<file path="src/rtl/handshake_sync_rx.sv">
// Receive side of a four-phase req/ack CDC handshake. The request is synchronised
// into CLK, and the held-stable source bus is captured when the consumer is ready.
module handshake_sync_rx #(
  parameter int NUM_STAGES = 2,
  parameter int BUS_WIDTH  = 8
) (
  input  logic                 CLK,
  input  logic                 RST,
  input  logic                 UNSYNC_REQ,
  input  logic [BUS_WIDTH-1:0] UNSYNC_BUS,
  input  logic                 DEST_READY,
  output logic [BUS_WIDTH-1:0] SYNC_BUS,
  output logic                 ENABLE_PULSE,
  output logic                 ACK,
  output logic                 BUSY
);

  typedef enum logic [1:0] {IDLE, CAPTURED, WAIT_REQ_LOW} state_e;

  state_e               state_q, state_d;
  logic [NUM_STAGES-1:0] sync_q;
  logic [BUS_WIDTH-1:0] bus_q, bus_d;
  logic                 pulse_q, pulse_d;
  logic                 ack_q, ack_d;
  logic                 req_s;

  // Only the request crosses through the synchroniser. The bus is held stable
  // by the protocol, so it is sampled directly on the capture edge.
  always_ff @(posedge CLK or negedge RST) begin
    if (!RST) sync_q <= '0;
    else      sync_q <= {sync_q[NUM_STAGES-2:0], UNSYNC_REQ};
  end

  assign req_s = sync_q[NUM_STAGES-1];

  always_ff @(posedge CLK or negedge RST) begin
    if (!RST) begin
      state_q <= IDLE;
      bus_q   <= '0;
      pulse_q <= 1'b0;
      ack_q   <= 1'b0;
    end else begin
      state_q <= state_d;
      bus_q   <= bus_d;
      pulse_q <= pulse_d;
      ack_q   <= ack_d;
    end
  end

  always_comb begin
    state_d = state_q;
    bus_d   = bus_q;
    pulse_d = 1'b0;
    ack_d   = ack_q;
    unique case (state_q)
      IDLE: begin
        ack_d = 1'b0;
        if (req_s && DEST_READY) begin
          bus_d   = UNSYNC_BUS;
          pulse_d = 1'b1;
          ack_d   = 1'b1;
          state_d = CAPTURED;
        end
      end
      CAPTURED: begin
        ack_d   = 1'b1;
        state_d = WAIT_REQ_LOW;
      end
      WAIT_REQ_LOW: begin
        ack_d = req_s;
        if (!req_s) state_d = IDLE;
      end
      default: begin
        ack_d   = 1'b0;
        state_d = IDLE;
      end
    endcase
  end

  assign SYNC_BUS     = bus_q;
  assign ENABLE_PULSE = pulse_q;
  assign ACK          = ack_q;
  assign BUSY         = (state_q != IDLE);

endmodule
</file>
<file path="config.mk">
export PLATFORM = sky130hd
export DESIGN_NAME = handshake_sync_rx
export DESIGN_NICKNAME = d
export VERILOG_FILES = /design/src/rtl/handshake_sync_rx.sv
export SDC_FILE = /design/constraint.sdc
export NUM_CORES = 1
export LEC_CHECK = 0
export BUFFER_PORTS_ARGS = -buffer_cell sky130_fd_sc_hd__buf_2
export CAP_MARGIN = 10
export CORE_MARGIN = 2
export CORE_UTILIZATION = 39
export CTS_CLUSTER_SIZE = 30
export DETAILED_ROUTE_END_ITERATION = 10
export PLACE_DENSITY = 0.7
export SETUP_SLACK_MARGIN = 0.15
export SYNTH_ARGS = -nofsm -noshare
export SYNTH_HDL_FRONTEND = slang
export SYNTH_SLANG_ARGS = --single-unit
</file>
<file path="constraint.sdc">
create_clock -name CLK -period 1.2 [get_ports CLK]
set_input_delay 0 -clock CLK [delete_from_list [all_inputs] [get_ports CLK]]
set_output_delay 0 -clock CLK [all_outputs]
set_load 0.02 [all_outputs]
</file>
---- After elaboration in Yosys (flattened, before gate mapping) ----
Cells that the tools add are included.
storage, ports and cells
  flip-flop bits (word level) ............. 14
  input bits .............................. 12
  output and inout bits ................... 11
operators by class
  mux-type cells .......................... 6
  reductions and logical operators ........ 5
  equality and inequality tests ........... 4
operators with widths
  kind                                                 count
  case mux 2 bit (3 select lines)                      1
  2-to-1 mux 2 bit                                     2
  != test 2 bit, second input constant                 2
  AND reduction 2 bit                                  2
  case mux 1 bit (3 select lines)                      1
  equality test 2 x 1 -> 1 bit, second input constant  1
  equality test 2 bit, second input constant           1
  logical NOT 2 bit                                    1
  2-to-1 mux 1 bit                                     2
  nonzero test 2 bit                                   1
  logical AND 1 bit                                    1

---- Longest topological paths before layout ----
  depth after elaboration ................. 3
  gate-level depth with buffers ........... 3
  gate-level depth less buffers ........... 2

---- Worst setup path after synthesis ----
Ideal clock, no wire load.
  kind .................................... register to register
  from .................................... register state_q[0]
  to ...................................... register bus_q[0] (netlist: SYNC_BUS[0])
  slack ................................... -113 ps
  stages on the path, launching flop included .. 4
  clock period less this slack ............ 1313 ps
  required time ........................... 1075 ps
  arrival time ............................ 1188 ps
  buffers on the path ..................... 1
  cell sequence ........................... dfrtp_1 nor4bb_2 buf_6 mux2_4
between the ends
  cells in the longest elaborated chain, start to end .. 2
ends and longest elaborated chain
  element                        RTL line  source
  from (decl)                    20        state_e state_q, state_d;
  from (signal assigned)         43        state_q <= state_d;
  logical NOT 2 bit              55        unique case (state_q)
  AND reduction 2 bit (no line)  -
  to (signal assigned)           44        bus_q <= bus_d;
  to (decl)                      22        logic [BUS_WIDTH-1:0] bus_q, bus_d;
Every way passes these cells.
A chain may end at the register's enable or synchronous reset.

---- Final worst setup path ----
  from .................................... register state_q[1]
  to ...................................... register bus_q[6] (netlist: SYNC_BUS[6])
The elaborated chain is that of the path after synthesis.

==> impl_metrics.py <==
metrics = {
    "die": {
        "start_util_pct": 41.6,
        "die_x_um": 41.3,
        "rows": 13,
        "dieArea_um2": 1700,
        "die_h_um": 41.3,
        "io_pins": 23,
        "coreArea_um2": 1300,
    },
    "clocking": {
        "cts_tree": "built",
        "cts-htree-levels": 1,
        "clock-sinks": 14,
        "root_buffer": "clkbuf_4",
        "cts_buffers": 3,
        "cts_buffer_depth": 2,
        "clock_latency_ns": 0.27,
        "clk_pin_slew_ns": 0.07,
    },
    "global_routing": {
        "grt_pass1_vias": 383,
        "antenna_found_initial": 0,
        "grtUsageTotal_pct": 15.1,
        "grt_max_degree": 15,
        "grt_pass1_wl_mm": 1.55,
        "grt_overflow": 0,
    },
    "synthesis": {
        "ys_types": 9,
        "yosys-top-cells-area": "dfrtp_1 65%, mux2_4 22%, nor4bb_2 3.0%, o21ai_0 2.8%, and4bb_2 2.3%",
        "synthCells": 31,
        "synth_edf_count": 0,
        "synth_warnings": 0,
        "synth_ff_type": "dfrtp_1",
        "yosysMostFrequentCell": "dfrtp_1",
        "avgSynthCellArea_um2": 17.5,
        "synth_fp_nets": 43,
        "ys_seq_elements": 14,
        "ys_seq_area_share_pct": 64.7,
        "synthArstFlopShare_pct": 100,
        "yosys-top-cells-count": "14 x dfrtp_1, 8 x mux2_4, 3 x o21ai_0",
        "synth_area_um2": 542,
        "yosysTopAreaCellShare_pct": 64.7,
        "synth_top_area_cell": "dfrtp_1",
    },
    "cells_and_area": {
        "final_area_um2": 852,
        "nets": 85,
        "area_growth_pct": 57.3,
        "antennaDiodeCount": 0,
        "drive_gt1_share_pct": 59.2,
    },
    "routing": {
        "vias_per_cell": 4.64,
        "vias": 399,
        "wirelength_mm": 1.12,
        "ant_nets": 0,
        "routedWlPerCell_um": 13.0,
        "dr.first_iter.drc_count": 3,
        "firstDrtPassIters": 4,
        "drc": 0,
    },
    "timing": {
        "finalMaxSlewViolations": 0,
        "worstMarginPinSlew_ns": 0.308,
        "rsz0062_at_grt": "yes",
        "clock_skew_ns": 0.00346,
        "hold_viol": 0,
        "finalWorstSetupSlack_ns": -0.139,
        "fmax_mhz": 747,
        "setup_violations": 8,
        "tns_ns": -1.07,
        "slew_headroom_pct": 79.5,
        "min_period_ns": 1.34,
        "fin_crit_sh_pct": 112,
    },
    "power": {
        "p_comb_share_pct": 34.7,
        "power.switching_mw": 0.401,
        "p_seq_share_pct": 46.4,
        "power_switching_share_pct": 30.2,
        "clockPowerShare_pct": 18.8,
        "power.total_mw": 1.33,
        "p_int_mw": 0.927,
        "leakage_nw": 0.429,
        "power-per-cell-area_nw_per_um2": 1560,
        "ir_drop_mv": 0.955,
    },
    "setup_path": {
        "critPathCaptureType": "flip-flop",
        "reg2reg_setup_slack_ns": -0.14,
        "cp.required_ns": 1.36,
        "path_max_fanout": 3,
        "crit_path_start_kind": "flip-flop",
        "critical_path_class": "reg -> reg",
        "ff2ff_path_depth": 3,
        "cp.arrival_ns": 1.50,
    },
    "run_status": {
        "violations": "setup timing",
        "outcome": "finished with violations",
    },
    "hold_path": {
        "min_path_cells": 3,
        "min_path_type": "in -> reg",
    },
    "run": {
        "maxCapViolCount": 0,
    },
    "placement": {
        "dp_hpwl_um": 792,
        "dpl_cell_area_um2": 697,
        "gp_congestion": 0.641,
        "port_buffers": 22,
    },
}
[timing repair]
item	4_1_cts	5_1_grt
resized for setup	4	2
setup endpoints to repair	9	10
buffers inserted	1	0
hold endpoints to repair	23	0
hold buffers	10	0
[metal layers]
layer | share of wire (%) | GRT usage, % | up-vias
met5 | 0 | 0 | -
met4 | 0.90 | 9.68 | 0
met3 | 5.2 | 3.26 | 2
met2 | 55 | 26.2 | 15
met1 | 39 | 16.3 | 193
li1 | - | - | 189
[path summary, 6_finish.rpt]
path                                to       start
setup / recovery           SYNC_BUS[6]  state_q[1]
hold / removal                     ACK  DEST_READY
setup reg to reg           SYNC_BUS[6]  state_q[1]
hold reg to reg              sync_q[1]   sync_q[0]
max in group asynchronous   state_q[0]         RST
min in group asynchronous  SYNC_BUS[5]         RST
[power by group through the flow]
stage | registers, mW | clock network, mW | logic, mW
2_1_floorplan | 0.724 | 0 | 0.156
3_3_place_gp | 0.618 | 0 | 0.404
3_5_place_dp | 0.621 | 0 | 0.417
4_1_cts | 0.616 | 0.263 | 0.457
5_1_grt | 0.628 | 0.287 | 0.496
6_report | 0.616 | 0.250 | 0.461
[flip-flops by register name (all words and copies together) (netlist names)]
| signal | flops |
|---|---|
| state_q | 2 |
| ACK | 1 |
| SYNC_BUS | 8 |
| sync_q | 2 |
| ENABLE_PULSE | 1 |
[per-stage QoR]
stage | std cells | hold WS (ns) | worst slack (ns) | utilization, %
detailed placement | 72 | -0.0904 | -0.179 | 53.6
floorplan | 31 | -0.296 | -0.110 | -
global route | 86 | 0.0690 | -0.220 | 65.5
global placement | 72 | -0.0970 | -0.121 | 53.6
CTS | 86 | 0.0562 | -0.196 | 64.5
finish | 86 | 0.0818 | -0.139 | 65.5
[logic make-up after synthesis]
kind of cell	after synthesis	share of synthesized area, %
and+or+nand+nor	5	8.32
buffers and inverters	1	2.08
DFF	14	64.7
muxes	8	22.2
AOI/OAI and AO/OA	3	2.77
[cell type report]
type	count	area, um2
timing repair buffer	38	269
clock buffer	3	22.5
tap	15	18.8
sequential	14	350
fill	115	449
multi-input combinational	16	191
[critical path: stages, from the launching register on]
cell and delay, ns:
dfrtp_1 0.41, nor4bb_4 0.33, buf_4 0.19, mux2_4 0.30
[placed cells by master (no fill, tap or decap)]
master,count
buf_2,21
dfrtp_1,14
dlygate4sd3_1,10
mux2_4,8
buf_4,4
o21ai_0,3
clkbuf_4,3
buf_6,3
or2_4,1
nor4bb_4,1
nand2b_1,1
nand2_1,1
and4bb_2,1
No activity file was read; power rests on OpenSTA's default activity.
